**src/rtl/player_phys_pkg.sv**
```systemverilog
// Shared state encoding, gravity constants and platform-line geometry
// for the player vertical-motion block.
package player_phys_pkg;

  typedef enum logic [1:0] {
    ST_GROUND = 2'd0,
    ST_FALL   = 2'd1,
    ST_OUT    = 2'd2
  } phys_state_e;

  localparam logic GRAV_DOWN = 1'b0;
  localparam logic GRAV_UP   = 1'b1;

  function automatic int line_y(input int k, input int base, input int spacing);
    return base + k * spacing;
  endfunction

endpackage

```
**src/rtl/player_physics_surface_detect.sv**
```systemverilog
// Combinational landing/bounds resolver: given the current height, the step
// speed and gravity, returns whether a line catches the player and the next y.
module surface_detect
  import player_phys_pkg::*;
#(
  parameter int Y_W          = 9,
  parameter int NUM_LINES    = 3,
  parameter int LINE_BASE    = 120,
  parameter int LINE_SPACING = 120,
  parameter int PLAYER_H     = 60,
  parameter int SCREEN_H     = 480,
  parameter int VEL_W        = 3
) (
  input  logic [Y_W-1:0]       height,
  input  logic [VEL_W-1:0]     vel_nxt,
  input  logic                 grav_dir,
  input  logic [NUM_LINES-1:0] lines,
  output logic                 hit,
  output logic [Y_W-1:0]       clamp_y,
  output logic                 out_of_bounds
);

  localparam int CW = Y_W + 1;
  localparam logic [CW-1:0] PH      = CW'(PLAYER_H);
  localparam logic [CW-1:0] FLOOR_Y = CW'(SCREEN_H - PLAYER_H);

  function automatic logic [CW-1:0] surf_y(input int k);
    return CW'(line_y(k, LINE_BASE, LINE_SPACING));
  endfunction

  logic [CW-1:0] h_ext;
  logic [CW-1:0] v_ext;
  logic [CW-1:0] y_cand;
  logic [CW-1:0] surf;
  logic          underflow;

  always_comb begin
    h_ext     = {1'b0, height};
    v_ext     = CW'(vel_nxt);
    underflow = (grav_dir == GRAV_UP) && (v_ext > h_ext);
    y_cand    = (grav_dir == GRAV_UP) ? h_ext - v_ext : h_ext + v_ext;
    hit       = 1'b0;
    surf      = '0;
    // Scan order makes the nearest line in the direction of travel win.
    if (grav_dir == GRAV_DOWN) begin
      for (int k = NUM_LINES - 1; k >= 0; k--) begin
        if (lines[k] && (surf_y(k) >= h_ext + PH) && (surf_y(k) <= y_cand + PH)) begin
          hit  = 1'b1;
          surf = surf_y(k);
        end
      end
    end else begin
      for (int k = 0; k < NUM_LINES; k++) begin
        if (lines[k] && (underflow || (y_cand <= surf_y(k))) && (surf_y(k) <= h_ext)) begin
          hit  = 1'b1;
          surf = surf_y(k);
        end
      end
    end

    out_of_bounds = !hit && ((grav_dir == GRAV_DOWN) ? (y_cand > FLOOR_Y) : underflow);

    if (hit) begin
      clamp_y = (grav_dir == GRAV_DOWN) ? Y_W'(surf - PH) : Y_W'(surf);
    end else if (out_of_bounds) begin
      clamp_y = (grav_dir == GRAV_DOWN) ? Y_W'(FLOOR_Y) : '0;
    end else begin
      clamp_y = Y_W'(y_cand);
    end
  end

endmodule

```
**src/rtl/player_physics.sv**
```systemverilog
// Player vertical motion: gravity-flip handshake, capped acceleration, line landing.
// Define PLAYER_DOUBLE_FLIP_EN to allow one airborne flip per airtime.
module player_physics
  import player_phys_pkg::*;
#(
  parameter int Y_W          = 9,
  parameter int NUM_LINES    = 3,
  parameter int LINE_BASE    = 120,
  parameter int LINE_SPACING = 120,
  parameter int PLAYER_H     = 60,
  parameter int SCREEN_H     = 480,
  parameter int START_Y      = 180,
  parameter int MAX_VEL      = 4
) (
  input  logic                           clk,
  input  logic                           reset,
  input  logic                           tick,
  input  logic                           is_dead,
  input  logic [NUM_LINES-1:0]           lines,
  input  logic                           flip_req,
  output logic [Y_W-1:0]                 height,
  output logic                           grav_dir,
  output logic                           grounded,
  output logic [$clog2(MAX_VEL+1)-1:0]   vel,
  output logic                           flip_ack,
  output logic                           fell_out
);

  localparam int VEL_W = $clog2(MAX_VEL + 1);

  phys_state_e      state;
  logic [VEL_W-1:0] vel_nxt;
  logic [VEL_W-1:0] vel_probe;
  logic             hit;
  logic             out_of_bounds;
  logic [Y_W-1:0]   clamp_y;
`ifdef PLAYER_DOUBLE_FLIP_EN
  logic             air_flip_avail;
`endif

  assign vel_nxt   = (vel >= VEL_W'(MAX_VEL)) ? VEL_W'(MAX_VEL) : vel + 1'b1;
  // A zero step turns the landing test into the "still supported" test while grounded.
  assign vel_probe = (state == ST_GROUND) ? '0 : vel_nxt;
  assign grounded  = (state == ST_GROUND);

  surface_detect #(
    .Y_W          (Y_W),
    .NUM_LINES    (NUM_LINES),
    .LINE_BASE    (LINE_BASE),
    .LINE_SPACING (LINE_SPACING),
    .PLAYER_H     (PLAYER_H),
    .SCREEN_H     (SCREEN_H),
    .VEL_W        (VEL_W)
  ) u_surface (
    .height        (height),
    .vel_nxt       (vel_probe),
    .grav_dir      (grav_dir),
    .lines         (lines),
    .hit           (hit),
    .clamp_y       (clamp_y),
    .out_of_bounds (out_of_bounds)
  );

  always_ff @(posedge clk or negedge reset) begin
    if (!reset) begin
      height   <= Y_W'(START_Y);
      grav_dir <= GRAV_DOWN;
      vel      <= '0;
      state    <= ST_FALL;
      flip_ack <= 1'b0;
      fell_out <= 1'b0;
`ifdef PLAYER_DOUBLE_FLIP_EN
      air_flip_avail <= 1'b1;
`endif
    end else begin
      flip_ack <= 1'b0;
      if (tick && !is_dead) begin
        case (state)
          ST_GROUND: begin
            if (flip_req) begin
              grav_dir <= ~grav_dir;
              vel      <= '0;
              state    <= ST_FALL;
              flip_ack <= 1'b1;
            end else if (!hit) begin
              vel   <= '0;
              state <= ST_FALL;
            end
          end
          ST_FALL: begin
`ifdef PLAYER_DOUBLE_FLIP_EN
            if (flip_req && air_flip_avail) begin
              grav_dir       <= ~grav_dir;
              vel            <= '0;
              flip_ack       <= 1'b1;
              air_flip_avail <= 1'b0;
            end else
`endif
            if (hit) begin
              height <= clamp_y;
              vel    <= '0;
              state  <= ST_GROUND;
`ifdef PLAYER_DOUBLE_FLIP_EN
              air_flip_avail <= 1'b1;
`endif
            end else if (out_of_bounds) begin
              height   <= clamp_y;
              fell_out <= 1'b1;
              state    <= ST_OUT;
            end else begin
              height <= clamp_y;
              vel    <= vel_nxt;
            end
          end
          default: ;
        endcase
      end
    end
  end

endmodule
```
**config.mk**
```make
export PLATFORM = sky130hd
export DESIGN_NAME = player_physics
export DESIGN_NICKNAME = d
export VERILOG_FILES = /design/src/rtl/player_phys_pkg.sv /design/src/rtl/player_physics_surface_detect.sv /design/src/rtl/player_physics.sv
export SDC_FILE = /design/constraint.sdc
export NUM_CORES = 1
export LEC_CHECK = 0
export BUFFER_PORTS_ARGS = -buffer_cell sky130_fd_sc_hd__buf_2
export CAP_MARGIN = 20
export CORE_MARGIN = 10
export CORE_UTILIZATION = 65
export DETAILED_ROUTE_END_ITERATION = 10
export GPL_ROUTABILITY_DRIVEN = 0
export GPL_TIMING_DRIVEN = 0
export HOLD_SLACK_MARGIN = 0.05
export PLACE_DENSITY = 0.94
export SYNTH_ARGS = -nofsm -noshare
export SYNTH_HDL_FRONTEND = slang
export SYNTH_SLANG_ARGS = --single-unit
```
**constraint.sdc**
```tcl
create_clock -name clk -period 7.74 [get_ports clk]
set_clock_uncertainty 0.15 [all_clocks]
set_input_delay 0.774 -clock clk [delete_from_list [all_inputs] [get_ports clk]]
set_output_delay 0.774 -clock clk [all_outputs]
set_load 0.02 [all_outputs]
```
# == Yosys cells after proc, flatten, opt, wreduce, memory -nomap -nowiden ==
# Index checks and enable logic that the tools add are counted.
# classes
addsub,6
order_cmp,15
n_eq_ne,4
n_mux,35
n_bitwise,2
reduce_logical,27
# op_table
cell,n
9-bit 2-to-1 mux,9
3-bit 2-to-1 mux,6
1-bit logical AND,15
4-bit AND reduction,3
1-bit 2-to-1 mux,11
"10-bit by 6-bit adder with 10-bit output, second input constant",1
9-bit by 3-bit adder with 10-bit output,1
"9-bit by 6-bit adder with 10-bit output, second input constant",1
"7-bit by 10-bit greater-or-equal comparator with 1-bit output, first input constant",1
"8-bit by 10-bit greater-or-equal comparator with 1-bit output, first input constant",1
"9-bit by 10-bit greater-or-equal comparator with 1-bit output, first input constant",1
"10-bit by 9-bit greater-than comparator with 1-bit output, second input constant",1
"10-bit by 7-bit <= comparator with 1-bit output, second input constant",1
"10-bit by 8-bit <= comparator with 1-bit output, second input constant",1
"10-bit by 9-bit <= comparator with 1-bit output, second input constant",1
"7-bit by 10-bit <= comparator with 1-bit output, first input constant",1
"8-bit by 10-bit <= comparator with 1-bit output, first input constant",1
"9-bit by 10-bit <= comparator with 1-bit output, first input constant",1
10-bit 2-to-1 mux,1
9-bit by 3-bit subtractor with 10-bit output,1
3-bit by 9-bit greater-than comparator with 1-bit output,1
"7-bit by 9-bit <= comparator with 1-bit output, first input constant",1
"8-bit by 9-bit <= comparator with 1-bit output, first input constant",1
"9-bit <= comparator, first input constant",1
17 further kinds,26
# totals
regBits,17
in_bits,8
output_inout_bits,16
elab_cells,95

# == Logic depth before layout (Yosys ltp) ==
# logic_depth
depth_word,18
depth_mapped,27
depth_no_buf,26

# == By module ==
# Synthesis repeated with hierarchy kept, for this count alone.
# unflattened
cells_unflattened,318
area_unflattened_um2,2581.2
# by_module_without_submodules
mod,instances,cells_each,area_per_inst_um2,seq_area_each_um2
surface_detect,1,258,1813.0,0.0
player_physics,1,60,768.2,431.7

# == Least setup slack after synthesis ==
# Ideal clock, no wire load.
# synth_path
path_kind,register to register
startpoint,register state[0]
endpoint,register height[8]
setup_ns,0.132
arrival_ns,5.144
required_time_ns,7.458
setup_slack_ns,2.314
path_stages_with_launch,25
cell_sequence,dfstp_2 clkbuf_1 nor2_1 or2_2 ha_1 nand2b_1 a211oi_1 or3_4 nand2_1 ha_1 a21boi_1 a21oi_1 a31o_2 a221o_1 o211a_1 nor2_1 a21o_1 buf_6 ha_1 inv_1 o2111ai_1 nor4_1 o31a_1 a211oi_1 o2bb2ai_1
# synth_via
elab_chain_cells,16
elab_cells_between_ends,50
classes_between,4 x add/sub; 8 x order compare; 1 x eq/ne; 20 x mux; 17 x reduce/logical
# synth_rtl
element,line_no,rtl
"start, declared",player_physics.sv:31,phys_state_e state;
"start signal, assigned",player_physics.sv:69,state <= ST_FALL;
"start signal, assigned",player_physics.sv:83,state <= ST_FALL;
"start signal, assigned",player_physics.sv:87,state <= ST_FALL;
2-bit zero test (*),--,
via grounded,player_physics.sv:23,"output logic grounded,"
3-bit 2-to-1 mux (*),player_physics.sv:43,assign vel_probe = (state == ST_GROUND) ? '0 : vel_nxt;
"parallel branches: the longest is 13 deep, another holds 9-bit by 3-bit adder with 10-bit output",--,
9-bit 2-to-1 mux (*),player_physics_surface_detect.sv:63,if (hit) begin
"end signal, assigned",player_physics.sv:66,height <= Y_W'(START_Y);
"end signal, assigned",player_physics.sv:100,height <= clamp_y;
"end signal, assigned",player_physics.sv:107,height <= clamp_y;
"end, declared",player_physics.sv:21,"output logic [Y_W-1:0] height,"
# Mark *: on every way through the listed nets, which the timed path passes.
# A chain may end at the register's enable or synchronous reset.

# == Worst setup path after layout ==
# layout_path
startpoint,register state[0]
endpoint,register height[8]
# layout_via
elab_chain_cells,16
elab_cells_between_ends,50
classes_between,4 x add/sub; 8 x order compare; 1 x eq/ne; 20 x mux; 17 x reduce/logical
# layout_rtl
element
"parallel branches: the longest is 16 deep, another holds 9-bit by 3-bit adder with 10-bit output"
# Parallel ways; which one is timed is not known.

==> results.json <==
{
  "status": "finished, final reports clean",
  "core_area_mm2": 0.00363,
  "floorplan.rows": 22,
  "width_of_the_die_um": 81.0,
  "antennaDiodeCount": 0,
  "max-clock-path-buffers": 2,
  "synth_largest_type_area_fraction_pct": 12.4,
  "pin_slew_with_the_least_headroom_to_its_limit_ns": 0.643,
  "cts_htree_levels": 1,
  "post_synth.cell_area_avg_um2": 8.11,
  "drt.antenna.violating_nets": 0,
  "timing.critical_path.fanout_max": 10,
  "timing.hold.worst.class": "primary input to async pin",
  "dp_hpwl_um": 5330,
  "postCtsHoldBufs": 0,
  "post_drt_wl_per_cell_um": 18.2,
  "worst_slew_margin_rel_pct": 56.8,
  "synth.cell_area_mm2": 0.00242,
  "synth-warning-count": 0,
  "via_count": 2516,
  "io_buffers": 23,
  "ctsRootBufferMaster": "sky130_fd_sc_hd__clkbuf_8",
  "drt-total-wl_um": 6800,
  "postCtsResizedCells": 0,
  "period_needed_ns": 6.24,
  "seq_area_frac_synth_pct": 17.9,
  "type_of_origin_of_the_critical_path": "register",
  "wire_length_of_the_first_global_routing_pass_um": 11000,
  "count_of_pins_on_the_block_boundary": 24,
  "synthArstFlopShare_pct": 100,
  "count_of_flip_flops_with_a_built_in_enable_after_synthesis": 0,
  "synthesis.instances": 298,
  "globalRouteOverflowTotal": 0,
  "vias_in_the_first_global_route": 2372,
  "dominantRegCellSynth": "sky130_fd_sc_hd__dfrtp_1",
  "fin_tns_setup_ns": 0,
  "initial_core_util_pct": 66.5,
  "report.final.hold_viol_count": 0,
  "fmax_mhz": 160,
  "cts_tree": "yes",
  "synth_net_count": 325,
  "cts.repair_timing.setup_buffer_count": 0,
  "drcViolationCount": 0,
  "crit_arrival_ns": 6.23,
  "synth_area_leader_cell": "sky130_fd_sc_hd__dfrtp_1",
  "drive_above_1_share_pct": 21.2,
  "nets": 353,
  "insertion_delay_ns": 0.26,
  "ys_seq_elements": 17,
  "cts_buffers": 3,
  "netlist-cell-type-count": 82,
  "final_setup_violations": 0,
  "die_height_um": 81.0,
  "clock_sinks": 17,
  "drt_pre_antenna_iters": 5,
  "setup.worst_path.end_class": "register",
  "unrepaired_setup_endpoints_after_global_routing": "no",
  "layout_commonest_cell": "sky130_fd_sc_hd__buf_2",
  "worstSetupPathType": "register to register",
  "max_cap_viol_count": 0,
  "antenna_found_initial": 0,
  "clk_pin_slew_worst_paths_ns": 0.07,
  "finish.utilization_pct": 72.6,
  "cp.required_ns": 7.73,
  "grt_use_total_pct": 20.7,
  "finalMaxSlewViolations": 0,
  "layout-area-overhead-vs-synth_pct": 9.16,
  "routed_via_density": 6.75,
  "grt_start_max_net_pins": 18,
  "dr.first_iter.drc_count": 510,
  "dieArea_mm2": 0.00656,
  "layout_common_cells": "sky130_fd_sc_hd__buf_2, sky130_fd_sc_hd__nor2_1, sky130_fd_sc_hd__nand2_1, sky130_fd_sc_hd__a21oi_1, sky130_fd_sc_hd__inv_1",
  "synth_area_leaders": "sky130_fd_sc_hd__dfrtp_1, sky130_fd_sc_hd__ha_1, sky130_fd_sc_hd__dfstp_2",
  "period_share_pct": 80.7
}
layout make-up:
cell class | instances | area, um^2
fillers | 296 | 995
well taps | 48 | 60.1
repair buffers | 23 | 115
plain buffers | 14 | 75.1
multi-input cells | 248 | 1840
clock inverters | 1 | 5.00
clock buffers | 3 | 41.3
inverters | 19 | 71.3
flip-flops and latches | 17 | 432
cells in the mapped netlist (all sizes together) (4+ instances only):
master / number
nor2: 25
clkbuf: 6
mux2: 6
and3: 8
nand3: 5
a31o: 4
inv: 19
nor2b: 6
ha: 17
buf: 8
a21oi: 25
nand4: 4
nor3: 9
xnor2: 7
dfrtp: 12
nand2: 24
a211oi: 5
o211ai: 5
o31a: 4
dfstp: 5
o21ai: 13
nand2b: 10
state kept, by name, indices dropped and copies added (netlist names):
| signal | count |
|---|---|
| vel | 3 |
| grav_dir | 1 |
| state | 2 |
| height | 9 |
| flip_ack | 1 |
| fell_out | 1 |
per-layer routing:
layer  share of wire [%]  global-route usage (%)
met4                 3.6                    9.52
met2                  48                    35.6
met5                   0                       0
met3                 9.1                    3.20
met1                  40                    24.9
cells by family after synthesis:
kind of cell	after synthesis	synth area share, %
buffers and inverters	33	6.06
DFF	17	17.9
muxes	9	4.04
and+or+nand+nor	112	26.4
AOI/OAI and AO/OA	98	31.2
xor gates and xnor gates	10	3.93
adders and majority gates	19	10.5
per-stage QoR:
step	hold WS (ns)	setup slack (ns)	cells	cell area, um^2
floorplan	0.328	2.31	298	2420
global placement	0.297	1.84	369	2590
detailed placement	0.307	1.60	369	2590
CTS	0.280	1.56	373	2640
global route	0.287	1.06	373	2640
finish	0.270	1.50	373	2640
worst max-delay path, cell delays in order (launching register included):
cell and delay (ns):
sky130_fd_sc_hd__dfstp_2 0.52, sky130_fd_sc_hd__clkbuf_1 0.37, sky130_fd_sc_hd__nor2_1 0.17, sky130_fd_sc_hd__nor3_1 0.32
sky130_fd_sc_hd__ha_1 0.25, sky130_fd_sc_hd__inv_1 0.06, sky130_fd_sc_hd__fa_1 0.38, sky130_fd_sc_hd__nor2_1 0.13
sky130_fd_sc_hd__a21oi_1 0.07, sky130_fd_sc_hd__xnor2_1 0.37, sky130_fd_sc_hd__inv_1 0.19, sky130_fd_sc_hd__ha_1 0.25
sky130_fd_sc_hd__a21boi_1 0.32, sky130_fd_sc_hd__a21oi_1 0.12, sky130_fd_sc_hd__a31o_2 0.24, sky130_fd_sc_hd__a221o_1 0.38
sky130_fd_sc_hd__o211a_1 0.27, sky130_fd_sc_hd__nor2_1 0.23, sky130_fd_sc_hd__a21o_1 0.21, sky130_fd_sc_hd__buf_6 0.16
sky130_fd_sc_hd__ha_1 0.18, sky130_fd_sc_hd__inv_1 0.04, sky130_fd_sc_hd__o2111ai_1 0.07, sky130_fd_sc_hd__nor4_1 0.07
sky130_fd_sc_hd__o31a_1 0.30, sky130_fd_sc_hd__a211oi_1 0.22, sky130_fd_sc_hd__o2bb2ai_1 0.08
worst paths after layout:
kind / startpoint / to / slack (ns) / depth (start not counted)
max in group asynchronous: reset / height[4] / 6.85 / 1
min in group clk: fell_out / fell_out / 0.35 / 1
max reg2reg: state[0] / height[8] / 1.50 / 26
min reg2reg: fell_out / fell_out / 0.35 / 1
min: reset / height[6] / 0.27 / 1
max: state[0] / height[8] / 1.50 / 26
Power is not shown: default switching activity piles up to over one toggle a cycle in this logic, so the estimate is an artifact.
